[src/rtl/dct_row_packer.sv]
// Input stage of the 2D DCT: level-shifts unsigned pixels, packs 16 samples
// into one row word and tracks row position within a 16x16 block.
module dct_row_packer #(
    parameter int unsigned BW  = 11,
    parameter int unsigned PW  = 8,
    parameter int unsigned GAP = 0
) (
    input  logic               i_clk,
    input  logic               i_Reset,
    input  logic [PW-1:0]      i_pixel,
    input  logic               i_valid,
    output logic               o_ready,
    output logic [16*BW-1:0]   o_data,
    output logic               o_en,
    output logic [3:0]         o_row,
    output logic               o_last
);

    localparam int unsigned DW = 16 * BW;
    localparam int unsigned CW = (GAP > 1) ? $clog2(GAP + 1) : 1;

    typedef enum logic {
        FILL,
        GAPWAIT
    } state_t;

    state_t          state, state_nxt;
    logic [CW-1:0]   gap_cnt, gap_cnt_nxt;
    logic [3:0]      col, row;
    logic [BW-1:0]   pack [16];
    logic [BW-1:0]   elem;
    logic [DW-1:0]   row_word;
    logic            accept, row_done;

    // Level shift: flipping the MSB subtracts 2^(PW-1); the flipped MSB is the sign.
    if (BW > PW) begin : g_ext
        assign elem = {{(BW-PW){~i_pixel[PW-1]}}, ~i_pixel[PW-1], i_pixel[PW-2:0]};
    end else begin : g_noext
        assign elem = {~i_pixel[PW-1], i_pixel[PW-2:0]};
    end

    assign o_ready  = (state == FILL) && !i_Reset;
    assign accept   = i_valid && o_ready;
    assign row_done = accept && (col == 4'd15);

    // Completed row: slots 0..14 from the packing register, slot 15 straight from the input.
    always_comb begin
        row_word = '0;
        for (int i = 0; i < 15; i++) begin
            row_word[(15-i)*BW +: BW] = pack[i];
        end
        row_word[BW-1:0] = elem;
    end

    always_comb begin
        state_nxt   = state;
        gap_cnt_nxt = gap_cnt;
        case (state)
            FILL: begin
                if (GAP > 0 && row_done && row == 4'd15) begin
                    state_nxt   = GAPWAIT;
                    gap_cnt_nxt = CW'(GAP);
                end
            end
            GAPWAIT: begin
                if (gap_cnt == CW'(1)) begin
                    state_nxt = FILL;
                end else begin
                    gap_cnt_nxt = gap_cnt - CW'(1);
                end
            end
            default: state_nxt = FILL;
        endcase
    end

    always_ff @(posedge i_clk) begin
        if (i_Reset) begin
            state   <= FILL;
            gap_cnt <= '0;
            col     <= '0;
            row     <= '0;
            o_data  <= '0;
            o_en    <= 1'b0;
            o_row   <= '0;
            o_last  <= 1'b0;
        end else begin
            state   <= state_nxt;
            gap_cnt <= gap_cnt_nxt;
            o_en    <= row_done;
            o_last  <= row_done && (row == 4'd15);
            if (accept) begin
                col <= col + 4'd1;
            end
            if (row_done) begin
                o_data <= row_word;
                o_row  <= row;
                row    <= row + 4'd1;
            end
        end
    end

    // Packing register is pure datapath; partial rows are discarded by clearing col.
    always_ff @(posedge i_clk) begin
        if (accept) begin
            pack[col] <= elem;
        end
    end

endmodule

[config.mk]
export PLATFORM = sky130hd
export DESIGN_NAME = dct_row_packer
export DESIGN_NICKNAME = d
export VERILOG_FILES = /design/src/rtl/dct_row_packer.sv
export SDC_FILE = /design/constraint.sdc
export NUM_CORES = 1
export LEC_CHECK = 0
export ABC_AREA = 1
export BUFFER_PORTS_ARGS = -buffer_cell sky130_fd_sc_hd__buf_2
export CORE_ASPECT_RATIO = 0.7
export CORE_MARGIN = 2
export CORE_UTILIZATION = 45
export CTS_CLUSTER_SIZE = 20
export DETAILED_ROUTE_END_ITERATION = 6
export PLACE_DENSITY = 0.68
export SYNTH_ARGS = -nofsm -noshare
export SYNTH_HDL_FRONTEND = slang
export SYNTH_SLANG_ARGS = --single-unit
[constraint.sdc]
create_clock -name i_clk -period 2.1 [get_ports i_clk]
set_input_delay 0.42 -clock i_clk [delete_from_list [all_inputs] [get_ports i_clk]]
set_output_delay 0.42 -clock i_clk [all_outputs]
set_load 0.02 [all_outputs]
==> impl_metrics.py, run 1 <==
metrics = {
    "setup_path": {
        "critical_path_required_ns": 2.54,
        "end_kind": "flip-flop",
        "worstSetupStartpointType": "flip-flop",
        "critical_path_class": "flip-flop to flip-flop",
        "reg2reg_depth": 6,
        "cp.arrival_ns": 2.15,
        "crit_fanout": 101,
    },
    "timing": {
        "final-hold-violation-count": 0,
        "period_needed_ns": 1.71,
        "fin_setup_tns_ns": 0,
        "fmax_mhz": 586,
        "finalSetupViolations": 0,
        "rsz0062_at_grt": "no",
        "drv_slew": 0,
        "max_slew.worst_pin.slew_ns": 0.638,
        "fin_crit_sh_pct": 81.2,
        "relSlewSlack_pct": 57.4,
        "skew_ns": 0.0190,
    },
    "run_status": {
        "outcome": "completed",
    },
    "detailed_routing": {
        "wl_per_cell_um": 17.3,
        "drtIter0Drc": 559,
        "drt_wl_total_um": 22100,
        "detail-route-antenna-nets": 0,
        "route.detailed.drc": 0,
        "vias": 6533,
        "vias_per_cell": 5.12,
        "drt_first_pass_iters": 4,
    },
    "synthesis": {
        "ys_warn_count": 0,
        "ys_ff_latch": 264,
        "synth_nets": 863,
        "synthFlopType": "dfxtp_1",
        "yosysMostFrequentCell": "nor2_1",
        "syn_inst": 847,
        "synth_top_cell_area_share_pct": 38.5,
        "async_reset_ff_share_pct": 0,
        "ys_seq_area_share_pct": 69.3,
        "netlist_area_sq_um": 9360,
        "ys_top_cells_by_area": "edfxtp_1 (39%), dfxtp_1 (31%), nor3_1 (7.1%), nor2_1 (6.0%), o21ai_0 (4.7%)",
        "synth_edf_count": 120,
        "synthTopCellsByCount": "nor2_1 (150), dfxtp_1 (144), nor3_1 (133), edfxtp_1 (120), o21ai_0 (87)",
        "synth.largest_area_cell": "edfxtp_1",
        "synth_cell_types": 22,
        "syn_area_per_cell_sq_um": 11.0,
    },
    "placed_design": {
        "dpl.cell_count": 1232,
        "numPortBuffers": 193,
        "placed_cell_area_sq_um": 10300,
        "hpwl_um": 13300,
        "gp_congestion": 0.839,
    },
    "final_layout": {
        "nNetsFinal": 999,
        "drive_gt1_share_pct": 26.4,
        "antenna_cells": 0,
        "syn2layout_area_growth_pct": 18.3,
        "final_area_sq_um": 11100,
        "fillers": 1846,
        "final_cells": 1277,
    },
    "power": {
        "seq_power_share_pct": 54.4,
        "clkPwrFrac_pct": 43.6,
        "switching_share_pct": 20.5,
        "switching_power_mw": 2.03,
        "p_leak_nw": 4.65,
        "pwr-share-comb_pct": 2.0,
        "p_int_mw": 7.89,
        "power.density_nw_per_um2": 896,
        "ir_drop_mv": 0.471,
    },
    "floorplanning": {
        "die_x_um": 176,
        "row_count": 44,
        "pin_count": 194,
        "die_height_um": 125,
        "core-area_sq_um": 20600,
        "initial_core_util_pct": 45.4,
        "dieArea_sq_um": 22000,
    },
    "clocking": {
        "post_cts_buffers": 0,
        "numCtsBuffers": 25,
        "worstSkewPairLatency_ns": 0.52,
        "htreeDepth": 1,
        "path_clk_slew_ns": 0.06,
        "cts.path.max_buffers": 3,
        "root_buffer": "clkbuf_16",
        "cts_resized": 0,
        "cts_tree": "built",
        "holdBufCountCts": 0,
        "cts_sinks": 264,
    },
    "min_path": {
        "worstHoldPathType": "input port to flip-flop",
        "whs_path_depth": 2,
    },
    "global_routing": {
        "overflow": 0,
        "antenna_found_initial": 0,
        "grtUsageTotal_pct": 19.6,
        "grt_pass1_vias": 5937,
        "grt_max_degree": 102,
        "grt_pass1_wl_um": 34000,
    },
    "flow_run": {
        "max_cap_violations": 0,
    },
}
cell families after synthesis:
group	synth area share, %
compound gates	7.78
xor+xnor	0.0936
fa+ha+maj	0.669
buf+inv	7.30
flops	69.3
simple gates	14.8
critical path, stage by stage, from the launching register on:
cell and delay, ns:
dfxtp_1 0.39, ha_1 0.26, nand3_4 0.13, nor2_4 0.17
buf_12 0.35, nand2_1 0.14, a21oi_1 0.16
placed cells by master (no fill, tap or decap), drive strengths merged:
master	count
inv	13
xor2	1
edfxtp	120
o21bai	1
nor2	152
nand4	2
nor3	133
dfxtp	144
clkinv	6
ha	5
nand3	5
nand2	21
clkbuf	36
a21oi	7
o21ai	137
buf	218
per-layer routing:
| layer | GRT usage, % | wire (um) | vias to the layer above |
|---|---|---|---|
| li1 | - | - | 3155 |
| met5 | 0 | 0 | - |
| met3 | 3.79 | 1840 | 23 |
| met4 | 3.84 | 317 | 0 |
| met2 | 28.1 | 9290 | 244 |
| met1 | 30.9 | 10600 | 3111 |
path summary, 6_finish.rpt:
| path | start | end | slack (ns) |
|---|---|---|---|
| max | col[1] | row[0] | 0.39 |
| min | i_Reset | col[3] | 0.21 |
| max reg2reg | col[1] | row[0] | 0.39 |
| min reg2reg | gap_cnt | state | 0.41 |
state kept, by name (all words and copies together) (netlist names):
| register | flops |
|---|---|
| col | 4 |
| gap_cnt | 1 |
| o_data | 128 |
| o_en | 1 |
| o_last | 1 |
| o_row | 4 |
| pack | 120 |
| row | 4 |
| state | 1 |
final cells by class:
| type | count | area, sq um | area share, % |
|---|---|---|---|
| Tap cell | 276 | 345 | 3.12 |
| Multi-Input combinational cell | 464 | 2190 | 19.8 |
| Clock inverter | 9 | 60.1 | 0.543 |
| Inverter | 10 | 40.0 | 0.362 |
| Timing Repair Buffer | 218 | 1200 | 10.9 |
| Clock buffer | 36 | 739 | 6.68 |
| Sequential cell | 264 | 6490 | 58.6 |
power groups by stage:
stage	clock (mW)	sequential [mW]	combinational, mW
after floorplan	0	5.50	0.100
after global placement	0	5.50	0.202
after detailed placement	0	5.50	0.202
after CTS	4.40	5.39	0.203
after global routing	4.60	5.39	0.219
final	4.33	5.39	0.201
through the flow:
step                      worst slack [ns]  utilization (%)  total power, mW  hold slack, ns
after floorplan                     0.0782                -             5.60           0.392
after global placement               0.326             49.9             5.70           0.397
after detailed placement             0.295             49.9             5.71           0.401
after CTS                            0.380             53.7             10.0           0.196
after global routing                 0.252             53.7             10.2           0.228
final                                0.394             53.7             9.92           0.209
Power figures use the tool's default switching activity.
==> inputs of run 2 (changes only) <==
--- a/config.mk
+++ b/config.mk
@@ -12,7 +12,7 @@
 export CORE_UTILIZATION = 45
 export CTS_CLUSTER_SIZE = 20
 export DETAILED_ROUTE_END_ITERATION = 6
-export PLACE_DENSITY = 0.68
+export PLACE_DENSITY = 0.7
 export SYNTH_ARGS = -nofsm -noshare
 export SYNTH_HDL_FRONTEND = slang
 export SYNTH_SLANG_ARGS = --single-unit
==> constraint.sdc (replaced) <==
create_clock -name i_clk -period 1.4 [get_ports i_clk]
set_input_delay 0.28 -clock i_clk [delete_from_list [all_inputs] [get_ports i_clk]]
set_output_delay 0.28 -clock i_clk [all_outputs]
set_load 0.02 [all_outputs]
==> impl_metrics.py, run 2 (synthesis gave the netlist of run 1 again) <==
metrics = {
    "global_routing": {
        "grt_max_degree": 45,
        "grt_pass1_vias": 6714,
        "grt_pass1_wl_um": 38500,
        "antenna_found_initial": 0,
        "grtUsageTotal_pct": 22.5,
        "overflow": 0,
    },
    "timing": {
        "max_slew.worst_pin.slew_ns": 0.736,
        "final-hold-violation-count": 0,
        "worst_slack_ns": -0.159,
        "fmax_mhz": 641,
        "skew_ns": 0.0143,
        "period_needed_ns": 1.56,
        "drv_slew": 0,
        "rsz0062_at_grt": "yes",
        "finalSetupViolations": 199,
        "fin_crit_sh_pct": 111,
        "relSlewSlack_pct": 50.9,
        "fin_setup_tns_ns": -8.27,
    },
    "clocking": {
        "holdBufCountCts": 0,
        "worstSkewPairLatency_ns": 0.52,
        "cts.path.max_buffers": 3,
        "htreeDepth": 1,
        "numCtsBuffers": 25,
        "root_buffer": "clkbuf_16",
        "path_clk_slew_ns": 0.07,
        "cts_tree": "built",
        "cts_sinks": 264,
    },
    "detailed_routing": {
        "route.detailed.drc": 0,
        "vias": 7122,
        "drt_wl_total_um": 25900,
        "detail-route-antenna-nets": 0,
        "drtIter0Drc": 652,
        "wl_per_cell_um": 19.5,
        "drt_first_pass_iters": 4,
        "vias_per_cell": 5.37,
    },
    "floorplanning": {
        "dieArea_sq_um": 22000,
        "pin_count": 194,
        "die_x_um": 176,
        "initial_core_util_pct": 45.4,
        "row_count": 44,
        "core-area_sq_um": 20600,
        "die_height_um": 125,
    },
    "final_layout": {
        "largest_register_ff_count": 128,
        "drive_gt1_share_pct": 38.2,
        "reg.largest.list": "o_data: 128 flops, pack: 120 flops",
        "final_util_pct": 60.6,
        "final_area_sq_um": 12500,
        "syn2layout_area_growth_pct": 33.4,
        "layout_commonest_cell": "buf_2",
        "mostFrequentLayoutCells": "buf_2 (183), nor2_1 (135), dfxtp_1 (124), edfxtp_1 (120), nor3_1 (96)",
        "antenna_cells": 0,
        "nNetsFinal": 1047,
        "top_register": "o_data",
        "final_cells": 1326,
        "fillers": 1630,
    },
    "placed_design": {
        "dpl.cell_count": 1250,
        "placed_cell_area_sq_um": 10700,
        "numPortBuffers": 193,
        "gp_congestion": 0.785,
        "place_worst_setup_slack_ns": -0.164,
        "hpwl_um": 14000,
    },
    "power": {
        "power.density_nw_per_um2": 1230,
        "p_leak_nw": 5.13,
        "ir_drop_mv": 0.874,
    },
    "min_path": {
        "worstHoldPathType": "input port to flip-flop",
    },
    "setup_path": {
        "critical_path_class": "flip-flop to flip-flop",
        "end_kind": "flip-flop",
        "cp.arrival_ns": 2.01,
        "worstSetupStartpointType": "flip-flop",
        "critical_path_required_ns": 1.85,
        "crit_fanout": 9,
    },
    "run_status": {
        "violations": "negative setup slack",
        "outcome": "finished with violations",
    },
    "flow_run": {
        "max_cap_violations": 0,
    },
}
run 2: cell types whose count changed in the layout (fill, tap and decap cells not counted), sizes merged:
cell	change
clkinv	+4
clkinvlp	+2
inv	-2
bufinv	+2
bufbuf	+1
buf	+42
run 2: per-layer routing:
metal | wire [um] | up-vias | track usage [%] | part of all wire, %
met5 | 0 | - | 0 | 0
met4 | 528 | 0 | 6.32 | 2.0
met3 | 2330 | 42 | 5.19 | 9.0
met2 | 11600 | 325 | 34.1 | 45
met1 | 11400 | 3475 | 32.5 | 44
li1 | - | 3280 | - | -
run 2: worst paths after layout:
check,start,cells past startpoint,endpoint,slack [ns]
min reg2reg,gap_cnt,1,state,0.41
max reg2reg,col[1],8,o_data[76],-0.16
max,col[1],8,o_data[76],-0.16
min,i_Reset,3,row[2],0.15
run 2: metrics by stage:
stage          power [mW]  hold slack, ns
3_3_place_gp         8.62           0.390
3_5_place_dp         8.63           0.394
6_report             15.3           0.146
2_1_floorplan        8.43           0.349
5_1_grt              15.7           0.123
4_1_cts              15.3           0.114
run 2: power breakdown:
group / switching (mW) / internal [mW] / leakage (nW)
combinational: 0.329 / 0.132 / 2.47
clock: 2.92 / 3.84 / 0.406
sequential: 0.0124 / 8.07 / 2.25
total: 3.27 / 12.0 / 5.13
run 2: area by class of cell:
| type | count | area, sq um | area share [%] |
|---|---|---|---|
| repair buffers | 266 | 2100 | 16.8 |
| flip-flops and latches | 264 | 6520 | 52.2 |
| well taps | 276 | 345 | 2.77 |
| multi-input cells | 464 | 2650 | 21.2 |
| inverters | 10 | 51.3 | 0.411 |
| clock inverters | 15 | 141 | 1.13 |
| clock buffers | 31 | 678 | 5.43 |
run 2: timing repair:
item | in CTS | in global routing
setup endpoints to repair | 228 | 270
pin swaps | 17 | 11
resized for setup | 96 | 49
cloned | 7 | 5
setup buffers | 15 | 4
run 2: critical path: stages, from the launching register on:
cell and delay (ns):
dfxtp_4 0.36, ha_4 0.14, nand3_4 0.13, nor2_4 0.17
buf_6 0.13, buf_12 0.15, clkbuf_16 0.16, o21ai_0 0.09
nor2_1 0.15
==> inputs of run 3 (changes only) <==
--- a/config.mk
+++ b/config.mk
@@ -5,14 +5,13 @@
 export SDC_FILE = /design/constraint.sdc
 export NUM_CORES = 1
 export LEC_CHECK = 0
-export ABC_AREA = 1
 export BUFFER_PORTS_ARGS = -buffer_cell sky130_fd_sc_hd__buf_2
 export CORE_ASPECT_RATIO = 0.7
 export CORE_MARGIN = 2
 export CORE_UTILIZATION = 45
 export CTS_CLUSTER_SIZE = 20
 export DETAILED_ROUTE_END_ITERATION = 6
-export PLACE_DENSITY = 0.7
+export PLACE_DENSITY = 0.67
 export SYNTH_ARGS = -nofsm -noshare
 export SYNTH_HDL_FRONTEND = slang
 export SYNTH_SLANG_ARGS = --single-unit
==> constraint.sdc (replaced) <==
create_clock -name i_clk -period 1.6 [get_ports i_clk]
set_input_delay 0.32 -clock i_clk [delete_from_list [all_inputs] [get_ports i_clk]]
set_output_delay 0.32 -clock i_clk [all_outputs]
set_load 0.02 [all_outputs]
==> impl_metrics.py, run 3 <==
metrics = {
    "run_status": {
        "outcome": "completed",
    },
    "power": {
        "ir_drop_mv": 0.794,
        "switching_share_pct": 20.3,
        "seq_power_share_pct": 52.6,
        "p_leak_nw": 4.47,
        "pwr-share-comb_pct": 2.0,
        "power.density_nw_per_um2": 1130,
        "switching_power_mw": 2.73,
        "p_int_mw": 10.7,
        "clkPwrFrac_pct": 45.4,
    },
    "final_layout": {
        "drive_gt1_share_pct": 31.2,
        "antenna_cells": 0,
        "final_area_sq_um": 11900,
        "multi_input_area_sq_um": 2530,
        "reg.largest.list": "o_data: 128 flops, pack: 120 flops",
        "final_util_pct": 57.2,
        "top_register": "o_data",
        "nNetsFinal": 1010,
        "final_cells": 1289,
        "seq_area_sq_um": 6500,
        "layout_commonest_cell": "buf_2",
        "fillers": 1774,
        "mostFrequentLayoutCells": "buf_2 (191), dfxtp_1 (139), a21oi_1 (136), nand3_1 (135), edfxtp_1 (120)",
        "syn2layout_area_growth_pct": 24.4,
        "largest_register_ff_count": 128,
    },
    "timing": {
        "fmax_mhz": 633,
        "final-hold-violation-count": 0,
        "skew_ns": 0.0311,
        "hold_ws_ns": 0.180,
        "finalSetupViolations": 0,
        "drv_slew": 0,
        "max_slew.worst_pin.slew_ns": 0.759,
        "relSlewSlack_pct": 49.4,
        "fin_crit_sh_pct": 98.7,
        "fin_setup_tns_ns": 0,
        "period_needed_ns": 1.58,
        "rsz0062_at_grt": "yes",
    },
    "synthesis": {
        "synth_top_cell_area_share_pct": 37.8,
        "synth_nets": 866,
        "yosysMostFrequentCell": "dfxtp_1",
        "synth_top_family_by_area": "compound AO/OA/AOI/OAI gates",
        "synth.largest_area_cell": "edfxtp_1",
        "synth_xor_area_share_pct": 0.184,
        "synth-simple-area-share_pct": 9.43,
        "synthTopCellsByCount": "dfxtp_1 (144), a21oi_1 (136), nand3_1 (135), o21ai_0 (134), edfxtp_1 (120)",
        "syn_area_per_cell_sq_um": 11.2,
        "ys_top_cells_by_area": "edfxtp_1 (38%), dfxtp_1 (30%), a21oi_1 (7.1%), nand3_1 (7.1%), o21ai_0 (7.0%)",
        "synthMuxAreaShare_pct": 0.105,
        "netlist_area_sq_um": 9540,
        "async_reset_ff_share_pct": 0,
        "syn_inst": 850,
        "ys_seq_area_share_pct": 68.0,
        "synthAdderAreaFrac_pct": 0.656,
        "synth_cell_types": 27,
        "ys_warn_count": 0,
        "synth_edf_count": 120,
        "synthFlopType": "dfxtp_1",
        "ys_ff_latch": 264,
        "synth_compound_area_share_pct": 14.4,
    },
    "global_routing": {
        "overflow": 0,
        "grt_max_degree": 70,
        "grt_pass1_wl_um": 36400,
        "grtUsageTotal_pct": 20.9,
        "antenna_found_initial": 1,
        "grt_pass1_vias": 6320,
    },
    "detailed_routing": {
        "wl_per_cell_um": 18.9,
        "vias_per_cell": 5.44,
        "route.detailed.drc": 0,
        "vias": 7012,
        "drt_first_pass_iters": 5,
        "drt_wl_total_um": 24300,
        "drtIter0Drc": 660,
        "detail-route-antenna-nets": 0,
    },
    "setup_path": {
        "worstSetupStartpointType": "flip-flop",
        "crit_fanout": 8,
        "cp.buffers_inverters": 1,
        "cp.arrival_ns": 1.82,
        "slowest_delay_ns": 0.37,
        "crit_path_top_delay_cell": "dfxtp_2",
        "critical_path_required_ns": 1.84,
        "crit_chain": "nor3b_4 > nand2_2 > nor3_4 > buf_12",
        "end_kind": "flip-flop",
        "critical_path_class": "flip-flop to flip-flop",
        "cp_top_family": "simple AND/OR/NAND/NOR gates",
    },
    "clocking": {
        "cts_sinks": 264,
        "worstSkewPairLatency_ns": 0.53,
        "numCtsBuffers": 25,
        "htreeDepth": 1,
        "path_clk_slew_ns": 0.07,
        "cts.path.max_buffers": 3,
        "cts_tree": "built",
        "root_buffer": "clkbuf_16",
    },
    "placed_design": {
        "numPortBuffers": 193,
        "dpl.cell_count": 1237,
        "placed_cell_area_sq_um": 10900,
        "hpwl_um": 14700,
        "gp_congestion": 0.787,
    },
    "floorplanning": {
        "initial_core_util_pct": 46.0,
        "row_count": 44,
        "pin_count": 194,
        "die_height_um": 126,
        "core-area_sq_um": 20800,
        "die_x_um": 178,
        "dieArea_sq_um": 22400,
    },
    "flow_run": {
        "max_cap_violations": 0,
    },
    "min_path": {
        "worstHoldPathType": "input port to flip-flop",
    },
}
## run 3: cell types whose count changed after synthesis, moves of 30 or more
| cell | before | now |
|---|---|---|
| clkbuf_1 | 33 | 63 |
| nor3_1 | 133 | 5 |
| nor2_1 | 150 | 17 |
| nand3_1 | 4 | 135 |
| o21ai_0 | 87 | 134 |
| o21ai_1 | 50 | 0 |
| a21oi_1 | 7 | 136 |
## run 3: worst reg2reg max path, delay by kind of cell (launching register included)
kind	cells	cell delay [ns]
buf+inv	1	0.15
flops	1	0.37
simple gates	3	0.77
## run 3: what timing repair did
action,4_1_cts,5_1_grt
pin swaps,0,3
hold buffers,1,0
setup buffers,0,4
hold endpoints to repair,1,0
gates resized for setup,4,28
endpoints found under the setup margin,10,159
gates cloned,0,1
## run 3: logic make-up (layout without fill, tap and decap cells)
group	count (synthesis)	after routing
AND/OR/NAND/NOR	176	176
buffers and inverters	129	292
XOR/XNOR	2	2
adder cells (fa/ha/maj)	5	5
flip-flops	264	264
AO/OA/AOI/OAI	273	273
multiplexers	1	1
## run 3: metrics by stage
stage | power [mW] | setup WS (ns)
5_1_grt | 13.9 | -0.0520
6_report | 13.5 | 0.0209
3_5_place_dp | 7.50 | -0.0502
3_3_place_gp | 7.50 | -0.0395
2_1_floorplan | 7.35 | -0.0663
4_1_cts | 13.6 | 0.00989
## run 3: power groups by stage
stage	combinational [mW]	clock (mW)	sequential (mW)
2_1_floorplan	0.123	0	7.23
3_3_place_gp	0.264	0	7.23
3_5_place_dp	0.267	0	7.23
4_1_cts	0.270	6.21	7.08
5_1_grt	0.291	6.48	7.08
6_report	0.275	6.11	7.08
## run 3: path summary, 6_finish.rpt
kind              start  slack, ns          end  cells past startpoint
min          i_pixel[0]       0.18  pack[11][0]                      1
max               state       0.02   pack[1][2]                      4
min reg2reg     gap_cnt       0.42        state                      1
max reg2reg       state       0.02   pack[1][2]                      4
## run 3: area by class of cell
cell class	count	share of cell area, %
Timing Repair Buffer	243	13.8
Clock buffer	34	5.98
Clock inverter	12	1.22
Sequential cell	264	54.7
Inverter	3	0.0949
Tap cell	276	2.91
Multi-Input combinational cell	457	21.3
## run 3: layer usage
metal,wire length [um],vias up,global-route usage (%)
met4,387,0,3.86
met5,0,-,0
met3,2210,34,5.04
met2,10700,297,30.1
met1,11100,3371,32.2
li1,-,3310,-
